--- src/rtl/fwd_operand_reg.sv ---
// Operand forwarding plus ID/EX operand register: picks regfile / EX/MEM / MEM/WB
// data per source operand, inserts load-use bubbles and counts them.
module fwd_sel #(
    parameter int DATA_W = 32,
    parameter int REG_AW = 5
) (
    input  logic [REG_AW-1:0] addr,
    input  logic [DATA_W-1:0] rf_data,
    input  logic              exmem_wen,
    input  logic [REG_AW-1:0] exmem_waddr,
    input  logic [DATA_W-1:0] exmem_wdata,
    input  logic              memwb_wen,
    input  logic [REG_AW-1:0] memwb_waddr,
    input  logic [DATA_W-1:0] memwb_wdata,
    output logic              hit_em,
    output logic [1:0]        sel,
    output logic [DATA_W-1:0] data
);
    logic nz, hit_mw;

    assign nz     = (addr != '0);
    assign hit_em = exmem_wen & (exmem_waddr == addr) & nz;
    assign hit_mw = memwb_wen & (memwb_waddr == addr) & nz;

    // EX/MEM holds the newest value, so it wins over MEM/WB
    always_comb begin
        sel  = 2'b00;
        data = rf_data;
        if (hit_em) begin
            sel  = 2'b01;
            data = exmem_wdata;
        end else if (hit_mw) begin
            sel  = 2'b10;
            data = memwb_wdata;
        end
    end
endmodule

module fwd_operand_reg #(
    parameter int DATA_W = 32,
    parameter int REG_AW = 5,
    parameter int CNT_W  = 16
) (
    input  logic              clk,
    input  logic              rst_n,
    input  logic              in_valid,
    input  logic              stall,
    input  logic              flush,
    input  logic [REG_AW-1:0] rs_addr,
    input  logic [REG_AW-1:0] rt_addr,
    input  logic [DATA_W-1:0] rs_data,
    input  logic [DATA_W-1:0] rt_data,
    input  logic              exmem_wen,
    input  logic              exmem_is_load,
    input  logic [REG_AW-1:0] exmem_waddr,
    input  logic [DATA_W-1:0] exmem_wdata,
    input  logic              memwb_wen,
    input  logic [REG_AW-1:0] memwb_waddr,
    input  logic [DATA_W-1:0] memwb_wdata,
    output logic              load_use_stall,
    output logic              out_valid,
    output logic [DATA_W-1:0] opa,
    output logic [DATA_W-1:0] opb,
    output logic [1:0]        sel_a,
    output logic [1:0]        sel_b,
    output logic [CNT_W-1:0]  bubble_cnt
);
    localparam int NUM_OPS = 2;

    logic [NUM_OPS-1:0][REG_AW-1:0] op_addr;
    logic [NUM_OPS-1:0][DATA_W-1:0] op_rf, op_data;
    logic [NUM_OPS-1:0][1:0]        op_sel;
    logic [NUM_OPS-1:0]             op_hit_em;
    logic                           hz;

    assign op_addr = {rt_addr, rs_addr};
    assign op_rf   = {rt_data, rs_data};

    for (genvar i = 0; i < NUM_OPS; i++) begin : g_op
        fwd_sel #(.DATA_W(DATA_W), .REG_AW(REG_AW)) u_sel (
            .addr        (op_addr[i]),
            .rf_data     (op_rf[i]),
            .exmem_wen   (exmem_wen),
            .exmem_waddr (exmem_waddr),
            .exmem_wdata (exmem_wdata),
            .memwb_wen   (memwb_wen),
            .memwb_waddr (memwb_waddr),
            .memwb_wdata (memwb_wdata),
            .hit_em      (op_hit_em[i]),
            .sel         (op_sel[i]),
            .data        (op_data[i])
        );
    end

    // load result is not ready in EX/MEM; it becomes forwardable from MEM/WB next cycle
    assign hz             = in_valid & exmem_is_load & (|op_hit_em);
    assign load_use_stall = hz & ~flush;

    always_ff @(posedge clk or negedge rst_n) begin
        if (!rst_n) begin
            out_valid  <= 1'b0;
            opa        <= '0;
            opb        <= '0;
            sel_a      <= 2'b00;
            sel_b      <= 2'b00;
            bubble_cnt <= '0;
        end else if (flush) begin
            out_valid <= 1'b0;
            opa       <= '0;
            opb       <= '0;
            sel_a     <= 2'b00;
            sel_b     <= 2'b00;
        end else if (!stall) begin
            if (hz) begin
                out_valid <= 1'b0;
                opa       <= '0;
                opb       <= '0;
                sel_a     <= 2'b00;
                sel_b     <= 2'b00;
                if (bubble_cnt != '1) bubble_cnt <= bubble_cnt + 1'b1;
            end else begin
                out_valid <= in_valid;
                opa       <= op_data[0];
                opb       <= op_data[1];
                sel_a     <= op_sel[0];
                sel_b     <= op_sel[1];
            end
        end
    end
endmodule

--- config.mk ---
export PLATFORM = sky130hd
export DESIGN_NAME = fwd_operand_reg
export DESIGN_NICKNAME = d
export VERILOG_FILES = /design/src/rtl/fwd_operand_reg.sv
export SDC_FILE = /design/constraint.sdc
export NUM_CORES = 1
export LEC_CHECK = 0
export CAP_MARGIN = 25
export CORE_MARGIN = 8
export CORE_UTILIZATION = 47
export CTS_BUF_LIST = sky130_fd_sc_hd__clkbuf_8
export CTS_CLUSTER_DIAMETER = 80
export DETAILED_ROUTE_END_ITERATION = 6
export GPL_TIMING_DRIVEN = 0
export PLACE_DENSITY = 0.9
export SKIP_CTS_REPAIR_TIMING = 1
export SLEW_MARGIN = 30
export SYNTH_ARGS = -nofsm -noshare
export SYNTH_HDL_FRONTEND = slang
export SYNTH_SLANG_ARGS = --single-unit
--- constraint.sdc ---
create_clock -name clk -period 5.95 [get_ports clk]
set_input_delay 0.595 -clock clk [delete_from_list [all_inputs] [get_ports clk]]
set_output_delay 0.595 -clock clk [all_outputs]
set_load 0.01 [all_outputs]
# Yosys cells after proc, flatten, opt, wreduce, memory -nomap -nowiden
# Index checks and enable logic that the tools add are counted.
# W data, S select, Z words.
[word_totals] ff_bits=85 input_bits=156
[op_classes] reduce_logical=4 bitwise_logic=13 n_mux=23 n_addsub=1 eq_ne=6
[ops] cell="$mux W32" n=10
[ops] cell="$eq A5 B5 Y1" n=4
[ops] cell="$mux W2" n=10
[ops] cell="$add A16 B1 Y16 const B" n=1
[ops] cell="$ne A16 B16 Y1 const B" n=1
[ops] cell="$and A1 B1 Y1" n=11
[ops] cell="$reduce_bool A5 Y1" n=2
[ops] cell="$reduce_and A4 Y1" n=1
[ops] cell="$mux W1" n=3
[ops] cell="$ne A2 B1 Y1 const B" n=1
[ops] cell="$not A1 Y1" n=2
[ops] cell="$reduce_or A2 Y1" n=1

# Depth between registers and ports, before layout
# Gate-level depths: netlist (run 1).
[logic_depth] depth_word=8 ltp_mapped=8

# Cells and area by module
# From an unflattened synthesis (run 1), not the netlist that was laid out.
[unflattened] hier_cells=576 area_unflattened_um2=5280.1
[modules_own_cells] mod="fwd_operand_reg" area_per_inst_um2=3280.6 cells_per_inst=232 n_inst=1
[modules_own_cells] mod="fwd_sel" area_per_inst_um2=999.7 cells_per_inst=172 n_inst=2

# Worst setup path after synthesis (run 1)
# Ideal clock, no wire load.
[synth_timing] path_type="input-to-output" startpoint="in rs_addr[1]" endpoint="out load_use_stall" t_required_ps=5355 setup_slack_ps=3547 t_arrival_ps=1808 path_buffers=0 cell_stages=5 cell_sequence="or4_4 > o211ai_2 > nor2_1 > o21ai_0 > nor2_1"
[synth_via] elab_chain_cells=6 word_cells_on_any_way=7
[synth_lines] element="start: declaration" line="49" text="input logic [REG_AW-1:0] rs_addr,"
[synth_lines] element="$eq A5 B5 Y1" line="22" text="assign hit_em = exmem_wen & (exmem_waddr == addr) & nz;"
[synth_lines] element="$and A1 B1 Y1" line="22"
[synth_lines] element="$and A1 B1 Y1 (*)" line="22"
[synth_lines] element="$reduce_or A2 Y1 (*)" line="96" text="assign hz = in_valid & exmem_is_load & (|op_hit_em);"
[synth_lines] element="$and A1 B1 Y1 (*)" line="96"
[synth_lines] element="$and A1 B1 Y1 (*)" line="97" text="assign load_use_stall = hz & ~flush;"
[synth_lines] element="end: declaration" line="60" text="output logic load_use_stall,"
# Mark *: on every way between the ends. The rest lies on a longest branch, timed or not.

# Worst setup path after layout (run 1)
# Ends and elaborated chain as after synthesis.

==> PnR_summary.wiki, run 1 <==
{| class="wikitable"
! Metric !! Value
|-
| Vertical extent of the die || around 120 um
|-
| Total global routing track utilization || between 20 and 30%
|-
| Fraction of synthesis flops using an asynchronous set or reset pin || 100%
|-
| Required time of the critical path || around 5.4 ns
|-
| Syn Inst Count || 593
|-
| Total net switching power || between 400 and 500 uW
|-
| Row cnt || 39
|-
| Total number of nets in the final design || 1001
|-
| Number of cells in the design after placement || about 1000
|-
| Fillcell total || around 860
|-
| Routed wire length || around 23000 um
|-
| Layout cell share with drive strength beyond 1 || between 10% and 20%
|-
| Synthesized-area fraction occupied by xor and xnor cells || 5.53%
|-
| Max-cap viol count || 0
|-
| Ports placed on the boundary || 242
|-
| Path type of the worst min-delay path || in2async
|-
| Critical setup path kind || in2out
|-
| RSZ-0062 raised after global routing || no
|-
| Synthesized-area fraction occupied by ao, oa, aoi and oai cells || 38.3%
|-
| Worst-Skew Late Latency || 0.36 ns
|-
| Vias || 6195
|-
| Wire length on met2 || between 10000 and 15000 um
|-
| Synthesis-stage register bit count || 85
|-
| Logic gate share of total power || 26.2%
|-
| Global-route wire length before repair || 35500 um
|-
| Final slew viol count || 0
|-
| Ys Warns || 0
|-
| First-pass iteration count of the detailed router || 5
|-
| DRT iter0 DRCs || 716
|-
| Syn Nets || 750
|-
| Arrival time reported for the critical path endpoint || 3.09 ns
|-
| Area of the mapped netlist || 0.00554 mm^2
|-
| H-tree levels || 3
|-
| Clock tree buffer depth || 2
|-
| Top cells by area, synth || sky130_fd_sc_hd__dfrtp_1 (38%), sky130_fd_sc_hd__o21a_1 (8.4%), sky130_fd_sc_hd__a211oi_1 (7.7%)
|-
| Post-synthesis sequential area ratio || 38.4%
|-
| Simple-gate share of the synthesized area || 9.89%
|-
| Total clock buffers created by CTS || 9
|-
| Maximum number of pins on one net before global-route repair || 58
|-
| Largest stage delay on the critical path || 0.58 ns
|-
| Grt ovf || 0
|-
| RePlAce Congestion || 0.896
|-
| Worst setup slack after placement || 2.29 ns
|-
| Routed met3 length || 2020 um
|-
| Per-cell via count in the routed design || 6.24
|-
| Starting utilization of the core area || 48.3%
|-
| Max-Slew Margin vs Limit || 56.7%
|-
| Clock power share || 33.2%
|-
| Root buf cell || sky130_fd_sc_hd__clkbuf_8
|-
| Register Area || 0.00213 mm^2
|-
| EDFF count, synth || 0
|-
| Cell area after placement || 0.00814 mm^2
|-
| Unique masters post-synth || 42
|-
| Post-Synth Adder-Cell Area || 0.226%
|-
| DP HPWL || 17300 um
|-
| Max frequency || roughly 270 MHz
|-
| Period Utilization, post-route || 62.0%
|-
| Synthesized area divided by synthesized cell count || 9.34 um^2
|-
| Fraction of synthesized cell area taken by the top area cell type || a little under two fifths
|-
| Critical Path Sink Type || output port
|-
| Die width || 125 um
|-
| Most common cell in the synthesized netlist || sky130_fd_sc_hd__dfrtp_1
|-
| Top cell types by occurrence after synthesis || sky130_fd_sc_hd__dfrtp_1 (85), sky130_fd_sc_hd__a21oi_1 (73), sky130_fd_sc_hd__nand2_1 (71), sky130_fd_sc_hd__o21a_1 (62), sky130_fd_sc_hd__a211oi_1 (57)
|-
| Number of buffer cells added on primary ports || 239
|-
| Synth area leader || sky130_fd_sc_hd__dfrtp_1
|-
| VDD IR-drop max || 108 uV
|-
| Sequential share of power || 40.6%
|-
| Post-route setup slack || 2.26 ns
|-
| WP buf/inv || 2
|-
| Clock-pin transition on the worst setup and hold timing paths || 0.09 ns
|-
| Critical Path Source Type || input pin
|-
| Tot Pwr || 1.54 mW
|-
| Largest family of logic cells by synthesized area || compound AO/OA/AOI/OAI gates
|-
| Final hold vios || 0
|-
| Post-route insts no fill || 992
|-
| Placeable core region || approximately 0.011 mm^2
|-
| Area of the die || 0.0155 mm^2
|-
| Cell-internal power || 1.10 mW
|-
| DR WL/cell || 22.8 um
|-
| Total number of clock tree sinks || 85
|-
| DRC viols || 0
|-
| Final Core Density || 73.2%
|-
| Max Clock Skew || 0.00726 ns
|-
| Cell type group with the largest total delay on the critical path || buffers and inverters
|-
| Initial antenna violation count || 0
|-
| Leakage power summed over all cells || 3.27 nW
|-
| Area taken by multi-input logic gates || ~0.003 mm^2
|-
| CTS tree || built
|-
| Slew @ Worst Pin || 0.649 ns
|-
| Ordered list of cells on the worst path || clkdlybuf4s50_1, or4_4, o211ai_2, nor2_1, o21ai_0, nor2_1, clkdlybuf4s50_1
|-
| Cell with the largest stage delay on the worst path || sky130_fd_sc_hd__or4_4
|-
| Final Setup Violations || 0
|-
| N_diodes || 0
|-
| Synth Flop Type || sky130_fd_sc_hd__dfrtp_1
|-
| Pwr/cell area || around 180 mW/mm^2
|-
| Final period demand of the worst path || ~3.7 ns
|-
| Run status || complete, no violations
|-
| Via count of the first global-routing pass || between 6000 and 7000
|-
| Post-route cell area || between 0.008 and 0.009 mm^2
|-
| Final hold slack || slightly below 0.1 ns
|-
| Detailed-routing wirelength on met1 || 8520 um
|-
| Area added between synthesis and finish || 51.5%
|-
| Highest metal used || met4
|-
| Proportion of synthesized area in mux cells || less than 1%
|-
| Setup_tns || 0 ns
|-
| Number of nets with antenna violations after detailed routing || 0
|-
| Switching power share of the total || 28.3%
|-
| Crit path max fanout || 7
|}
## state kept, by name, summed over array words and instances, names as in the netlist
name and cells:
opa 32, opb 32, bubble_cnt 16, sel_a 2, sel_b 2, out_valid 1
## placed cells by master, fill, tap and decap left out, types with 6 or more instances in the layout
master / Yosys / layout
sky130_fd_sc_hd__a21oi_1: 73 / 73
sky130_fd_sc_hd__a211oi_1: 57 / 57
sky130_fd_sc_hd__o31ai_2: 10 / 10
sky130_fd_sc_hd__buf_6: 20 / 21
sky130_fd_sc_hd__dfrtp_1: 85 / 85
sky130_fd_sc_hd__o21a_1: 62 / 62
sky130_fd_sc_hd__clkbuf_8: 0 / 9
sky130_fd_sc_hd__nand4_1: 8 / 8
sky130_fd_sc_hd__nand2_1: 71 / 71
sky130_fd_sc_hd__xnor2_1: 22 / 22
sky130_fd_sc_hd__clkdlybuf4s50_1: 0 / 238
sky130_fd_sc_hd__clkbuf_1: 24 / 24
sky130_fd_sc_hd__o31ai_1: 53 / 53
sky130_fd_sc_hd__buf_2: 14 / 14
sky130_fd_sc_hd__xor2_1: 13 / 13
sky130_fd_sc_hd__nand3_1: 6 / 6
sky130_fd_sc_hd__nor2_1: 11 / 11
sky130_fd_sc_hd__a211oi_2: 11 / 11
## cell families (layout without fill, tap and decap cells)
family / after synthesis / after routing
and+or+nand+nor: 119 / 119
muxes: 1 / 1
buffers and inverters: 63 / 319
adders and majority gates: 1 / 1
DFF: 85 / 85
xor gates and xnor gates: 35 / 35
AOI/OAI and AO/OA: 289 / 289
## per-layer routing
| layer | vias up | track usage, % |
|---|---|---|
| met1 | 2987 | 33.2 |
| met5 | - | 0 |
| met3 | 72 | 6.64 |
| li1 | 2736 | - |
| met4 | 0 | 14.2 |
| met2 | 400 | 47.0 |
## layout make-up
| class | count | share of cell area (%) |
|---|---|---|
| plain buffers | 60 | 4.77 |
| clock buffers | 9 | 1.48 |
| clock inverters | 7 | 1.48 |
| inverters | 3 | 0.134 |
| multi-input cells | 445 | 35.8 |
| flip-flops and latches | 85 | 25.3 |
| well taps | 143 | 2.13 |
| repair buffers | 240 | 28.8 |
## power by group through the flow
stage	Combinational, mW	Clock (mW)	Sequential (mW)
2_1_floorplan	0.146	0	0.648
3_3_place_gp	0.390	0	0.635
3_5_place_dp	0.400	0	0.636
4_1_cts	0.402	0.514	0.625
5_1_grt	0.429	0.535	0.629
6_report	0.404	0.511	0.626
## path summary, 6_finish.rpt
kind / cells after the start / slack (ns) / startpoint / end
setup reg to reg: 6 / 3.55 / bubble_cnt[0] / bubble_cnt[1]
min in group clk: 2 / 0.49 / opb[23] / opb[23]
hold reg to reg: 2 / 0.49 / opb[23] / opb[23]
setup / recovery: 7 / 2.26 / rs_addr[1] / load_use_stall
max in group asynchronous: 2 / 5.27 / rst_n / opa[30]
hold / removal: 1 / 0.1 / rst_n / opb[16]
Power figures use the tool's default switching activity.
==> run 2, diff against run 1 <==
Settings changed: CORE_UTILIZATION 47 to 40, PLACE_DENSITY 0.9 to 0.82.
Clock period 5.95 ns to 3.2 ns, I/O delays scaled along.
==> run 2 against run 1 <==
  * Register-to-register slack lost 2.7 ns
  * Critical path depth did not move
  * Via count decreased by 3.8%
  * Critical endpoint unchanged
  * Largest power group unchanged
==> PnR_summary.wiki, run 2 (synthesis results as in run 1) <==
{| class="wikitable"
! Metric !! Value
|-
| Initial antenna violation count || 0
|-
| Switching power share of the total || 29.5%
|-
| Vertical extent of the die || 134 um
|-
| Final hold vios || 0
|-
| Commonest cells after routing, fill and taps aside || sky130_fd_sc_hd__clkdlybuf4s50_1 (238), sky130_fd_sc_hd__dfrtp_1 (85), sky130_fd_sc_hd__a21oi_1 (73)
|-
| Final slew viol count || 0
|-
| Worst-Skew Late Latency || 0.38 ns
|-
| Run status || complete, no violations
|-
| H-tree levels || 3
|-
| First-pass iteration count of the detailed router || 5
|-
| Area of the die || around 0.018 mm^2
|-
| RePlAce Congestion || 0.882
|-
| DR WL/cell || around 22 um
|-
| Cell type group with the largest total delay on the critical path || buffers and inverters
|-
| Routed wire length || 22700 um
|-
| Sequential share of power || 43.8%
|-
| Number of buffer cells added on primary ports || between 200 and 250
|-
| DP HPWL || about 17000 um
|-
| Leakage power summed over all cells || between 3 and 4 nW
|-
| Tot Pwr || 2.65 mW
|-
| Final period demand of the worst path || 3.02 ns
|-
| Critical Path Source Type || input pin
|-
| Leading cell type in the layout, fill and taps excluded || sky130_fd_sc_hd__clkdlybuf4s50_1
|-
| Post-route cell area || 0.00838 mm^2
|-
| Crit path max fanout || 7
|-
| Total global routing track utilization || approximately 25%
|-
| Slew @ Worst Pin || 0.700 ns
|-
| Maximum number of pins on one net before global-route repair || 44
|-
| Clock-pin transition on the worst setup and hold timing paths || 0.09 ns
|-
| Area added between synthesis and finish || 51.3%
|-
| Max-Slew Margin vs Limit || 53.1%
|-
| Post-route insts no fill || slightly above 1000
|-
| Root buf cell || sky130_fd_sc_hd__clkbuf_8
|-
| Largest stage delay on the critical path || 0.60 ns
|-
| Via count of the first global-routing pass || between 6000 and 7000
|-
| Number of cells in the design after placement || 1013
|-
| Layout cell share with drive strength beyond 1 || 10.4%
|-
| Vias || 5957
|-
| Total net switching power || slightly below 800 uW
|-
| RSZ-0062 raised after global routing || no
|-
| Ports placed on the boundary || 242
|-
| Cell-internal power || 1.87 mW
|-
| Total number of nets in the final design || 1002
|-
| N_diodes || 0
|-
| Ordered list of cells on the worst path || clkdlybuf4s50_1, xnor2_1, nand4_1, nor2_1, o21ai_1, nor2_1, clkdlybuf4s50_1
|-
| Required time of the critical path || 2.88 ns
|-
| Critical Path Sink Type || output port
|-
| Row cnt || 43
|-
| Pwr/cell area || around 320 mW/mm^2
|-
| VDD IR-drop max || 153 uV
|-
| Total number of clock tree sinks || 85
|-
| Critical setup path kind || in2out
|-
| Path type of the worst min-delay path || in2reg
|-
| WP buf/inv || 2
|-
| Largest registers || opa: 32 flops, opb: 32 flops, bubble_cnt: 16 flops
|-
| Logic gate share of total power || between 20 and 30%
|-
| Clock power share || 27.8%
|-
| Fillcell total || between 1000 and 1500
|-
| Cell with the largest stage delay on the worst path || sky130_fd_sc_hd__clkdlybuf4s50_1
|-
| Period Utilization, post-route || 94.4%
|-
| Global-route wire length before repair || approximately 35000 um
|-
| Clock tree buffer depth || 2
|-
| DRC viols || 0
|-
| Placeable core region || 0.0137 mm^2
|-
| Grt ovf || 0
|-
| Number of nets with antenna violations after detailed routing || 0
|-
| Total clock buffers created by CTS || 9
|-
| Starting utilization of the core area || 40.4%
|-
| Per-cell via count in the routed design || 5.79
|-
| Max-cap viol count || 0
|-
| Max Clock Skew || 0.00899 ns
|-
| Final Setup Violations || 0
|-
| Arrival time reported for the critical path endpoint || ~2.7 ns
|-
| CTS tree || built
|-
| DRT iter0 DRCs || 469
|-
| Die width || about 130 um
|-
| Cell area after placement || slightly above 0.008 mm^2
|-
| Max frequency || roughly 330 MHz
|}
run 2: cell count changes in the layout (fill, tap and decap cells not counted), sizes merged:
cell,delta
bufinv,-3
clkbuf,+3
clkinv,-2
clkinvlp,-1
dlygate4sd3,+1
inv,+2
run 2: final timing paths:
kind | from | end | slack, ns | cells past startpoint
setup / recovery | rs_addr[0] | load_use_stall | 0.18 | 7
hold / removal | flush | sel_b[0] | 0.29 | 2
setup reg to reg | bubble_cnt[0] | bubble_cnt[1] | 0.86 | 6
hold reg to reg | opb[22] | opb[22] | 0.48 | 2
max in group asynchronous | rst_n | opa[20] | 2.20 | 3
min in group asynchronous | rst_n | opb[6] | 0.42 | 2
run 2: area by class of cell:
class | count | area [um^2] | area share [%]
clock buffer | 12 | 165 | 1.97
tap | 180 | 225 | 2.69
timing repair buffer | 241 | 2430 | 29.0
buffer | 60 | 400 | 4.78
inverter | 3 | 11.3 | 0.134
multi-input combinational | 445 | 3010 | 35.9
clock inverter | 3 | 12.5 | 0.149
sequential | 85 | 2130 | 25.4
run 2: worst reg2reg max path: cells and delay by family (launching register included):
family | cells | cell delay [ns]
AO/OA/AOI/OAI | 2 | 0.75
adder cells (fa/ha/maj) | 1 | 0.24
flip-flops | 1 | 0.42
multiplexers | 1 | 0.38
AND/OR/NAND/NOR | 2 | 0.44
run 2: power groups by stage:
stage                     combinational (mW)  sequential, mW  clock [mW]
final                                  0.753            1.16       0.737
after global routing                   0.800            1.17       0.799
after CTS                              0.752            1.16       0.736
after detailed placement               0.748            1.18           0
after global placement                 0.737            1.18           0
after floorplan                        0.271            1.21           0
run 2: routing by layer:
metal	vias up	GRT usage, %	wire length [um]
met5	-	0	0
met4	0	8.30	610
met3	46	5.91	1740
met2	283	41.0	11000
met1	2888	30.9	9370
li1	2740	-	-
run 2: metrics by stage:
step / utilization [%] / hold WS [ns] / setup WS, ns / TNS, ns
2_1_floorplan: - / 0.0244 / 1.14 / 0
3_3_place_gp: 59.5 / 0.460 / -1.46 / -123.33
3_5_place_dp: 59.7 / 0.274 / -0.00842 / -0.00842
4_1_cts: 61.0 / -0.133 / -0.0220 / -0.0220
5_1_grt: 61.1 / 0.308 / 0.0559 / 0
6_report: 61.1 / 0.291 / 0.180 / 0
==> run 3, diff against run 2 <==
Settings changed: CORE_MARGIN 8 to 5.
==> run 3 against run 2 <==
  * Routed wire length shrank 5.0%
  * Register-to-register slack about the same
  * Combinational power is 0.7% lower
  * Die area down 8.8%
  * Global-route usage grew 1.1 points
  * Clock power rose by 3%
  * Critical path depth stayed put
  * Sequential power barely moved
  * Largest cell class unchanged
  * Largest power group unchanged
==> PnR_summary.wiki, run 3 (synthesis results as in run 1) <==
{| class="wikitable"
! Metric !! Value
|-
| Path type of the worst min-delay path || in2reg
|-
| Final hold vios || 0
|-
| End point of the most critical hold path || sel_b[0]
|-
| DP HPWL || ~16000 um
|-
| Fillcell total || between 1000 and 1500
|-
| DRC viols || 0
|-
| Row cnt || 43
|-
| Slew @ Worst Pin || 0.654 ns
|-
| Startpoint of the worst hold path || flush
|-
| Max-cap viol count || 0
|-
| Per-cell via count in the routed design || 5.71
|-
| Largest stage delay on the critical path || 0.58 ns
|-
| Largest registers || opa: 32 flops, opb: 32 flops, bubble_cnt: 16 flops
|-
| Vertical extent of the die || between 100 and 150 um
|-
| Ports placed on the boundary || 242
|-
| Leakage power summed over all cells || 3.25 nW
|-
| Setup slack, reg-to-reg || 0.87 ns
|-
| Number of cells in the design after placement || around 1000
|-
| Worst-Skew Late Latency || ~0.36 ns
|-
| Cell with the largest stage delay on the worst path || sky130_fd_sc_hd__or4_4
|-
| Commonest cells after routing, fill and taps aside || sky130_fd_sc_hd__clkdlybuf4s50_1 (238), sky130_fd_sc_hd__dfrtp_1 (85), sky130_fd_sc_hd__a21oi_1 (73)
|-
| Cell-internal power || 1.90 mW
|-
| Number of buffer cells added on primary ports || 239
|-
| Final Setup Violations || 0
|-
| H-tree levels || 3
|-
| Maximum number of pins on one net before global-route repair || 52
|-
| Clock-pin transition on the worst setup and hold timing paths || 0.08 ns
|-
| Critical setup path kind || in2out
|-
| Pwr/cell area || roughly 320 mW/mm^2
|-
| Ordered list of cells on the worst path || clkdlybuf4s50_1, or4_4, o211ai_2, nor2_2, o21ai_1, nor2_1, clkdlybuf4s50_1
|-
| Arrival time reported for the critical path endpoint || 2.66 ns
|-
| Final period demand of the worst path || 2.98 ns
|-
| Total clock buffers created by CTS || 9
|-
| Number of nets with antenna violations after detailed routing || 0
|-
| Layout cell share with drive strength beyond 1 || 10.4%
|-
| Die width || 128 um
|-
| Total global routing track utilization || 25.9%
|-
| Routed wire length || 21600 um
|-
| Critical Path Sink Type || output port
|-
| First-pass iteration count of the detailed router || 6
|-
| RePlAce Congestion || between 0.8 and 0.9
|-
| Max Clock Skew || about 0.009 ns
|-
| Period Utilization, post-route || ~93%
|-
| DR WL/cell || approximately 21 um
|-
| Initial antenna violation count || 0
|-
| Logic gate share of total power || 28.1%
|-
| Clock power share || 28.4%
|-
| Max-Slew Margin vs Limit || 56.4%
|-
| Global-route wire length before repair || around 33000 um
|-
| Total number of clock tree sinks || between 80 and 90
|-
| Setup_tns || 0 ns
|-
| Switching power share of the total || roughly 29%
|-
| Root buf cell || sky130_fd_sc_hd__clkbuf_8
|-
| RSZ-0062 raised after global routing || no
|-
| CTS tree || built
|-
| Placeable core region || 0.0137 mm^2
|-
| Worst r2r dst || bubble_cnt[1]
|-
| Grt ovf || 0
|-
| Run status || complete, no violations
|-
| Final slew viol count || 0
|-
| Total net switching power || 765 uW
|-
| Critical Path Source Type || input pin
|-
| Sequential share of power || 43.5%
|-
| Crit path max fanout || 7
|-
| N_diodes || 0
|-
| Clock tree buffer depth || 2
|-
| Area added between synthesis and finish || 51.4%
|-
| Required time of the critical path || ~2.9 ns
|-
| Worst hold path cell count || 2
|-
| Worst r2r path cells || 6
|-
| Area of the die || 0.0163 mm^2
|-
| Post-route insts no fill || 1028
|-
| Vias || between 5000 and 6000
|-
| DRT iter0 DRCs || 528
|-
| Leading cell type in the layout, fill and taps excluded || sky130_fd_sc_hd__clkdlybuf4s50_1
|-
| Via count of the first global-routing pass || 6071
|-
| Critical R2R Launch || bubble_cnt[0]
|-
| Total number of nets in the final design || 1002
|-
| Max frequency || 336 MHz
|-
| VDD IR-drop max || 160 uV
|-
| Critical path's most frequent cell || sky130_fd_sc_hd__clkdlybuf4s50_1
|-
| Starting utilization of the core area || 40.4%
|}
## run 3: changes by cell type in the layout (fill, tap and decap cells not counted)
cell and change:
sky130_fd_sc_hd__nor2_2 +1, sky130_fd_sc_hd__nor2_1 -1, sky130_fd_sc_hd__clkbuf_8 -2, sky130_fd_sc_hd__bufinv_16 +1
## run 3: layout make-up
| type | instances | area [um^2] | area share (%) |
|---|---|---|---|
| tap | 180 | 225 | 2.68 |
| multi-input combinational | 445 | 3010 | 35.9 |
| clock buffer | 10 | 138 | 1.64 |
| timing repair buffer | 241 | 2430 | 29.0 |
| clock inverter | 4 | 42.5 | 0.507 |
| buffer | 60 | 400 | 4.77 |
| sequential | 85 | 2130 | 25.4 |
| inverter | 3 | 11.3 | 0.134 |
## run 3: how the worst max path moves through the flow
| stage | start | to | slack, ns | cells after the start |
|---|---|---|---|---|
| finish | rt_addr[1] | load_use_stall | 0.22 | 7 |
| global route | rt_addr[1] | load_use_stall | 0.14 | 7 |
| CTS | rt_addr[1] | load_use_stall | -0.0007 | 7 |
| detailed placement | rt_addr[0] | load_use_stall | 0.02 | 7 |
| global placement | rst_n | opb[25] | -1.49 | 1 |
| floorplan | bubble_cnt[0] | bubble_cnt[1] | 1.14 | 6 |
## run 3: worst max-delay path, delay by kind of cell
family,cells,cell delay [ns]
AOI/OAI and AO/OA,2,0.57
buffers and inverters,2,0.98
and+or+nand+nor,3,0.79
## run 3: power by group through the flow
stage          Combinational (mW)  Clock [mW]  Sequential, mW
6_report                    0.748       0.757            1.16
5_1_grt                     0.800       0.797            1.17
4_1_cts                     0.749       0.761            1.16
3_5_place_dp                0.745           0            1.18
3_3_place_gp                0.737           0            1.18
2_1_floorplan               0.271           0            1.21
## run 3: layer usage
metal | vias to the layer above | wire length, um | track usage [%]
met1 | 2803 | 9010 | 34.1
met5 | - | 0 | 0
met4 | 0 | 526 | 9.24
met3 | 39 | 1620 | 4.38
li1 | 2745 | - | -
met2 | 278 | 10400 | 43.1
## run 3: metrics by stage
stage,power [mW],cell area (um^2),hold WS (ns),utilization [%],setup slack (ns)
floorplan,1.48,5540,0.0244,-,1.14
global placement,1.92,8160,0.459,59.5,-1.49
detailed placement,1.93,8190,0.246,59.7,0.0214
CTS,2.67,8370,-0.154,61.0,-0.000700
global route,2.76,8390,0.314,61.1,0.139
finish,2.67,8390,0.311,61.1,0.222
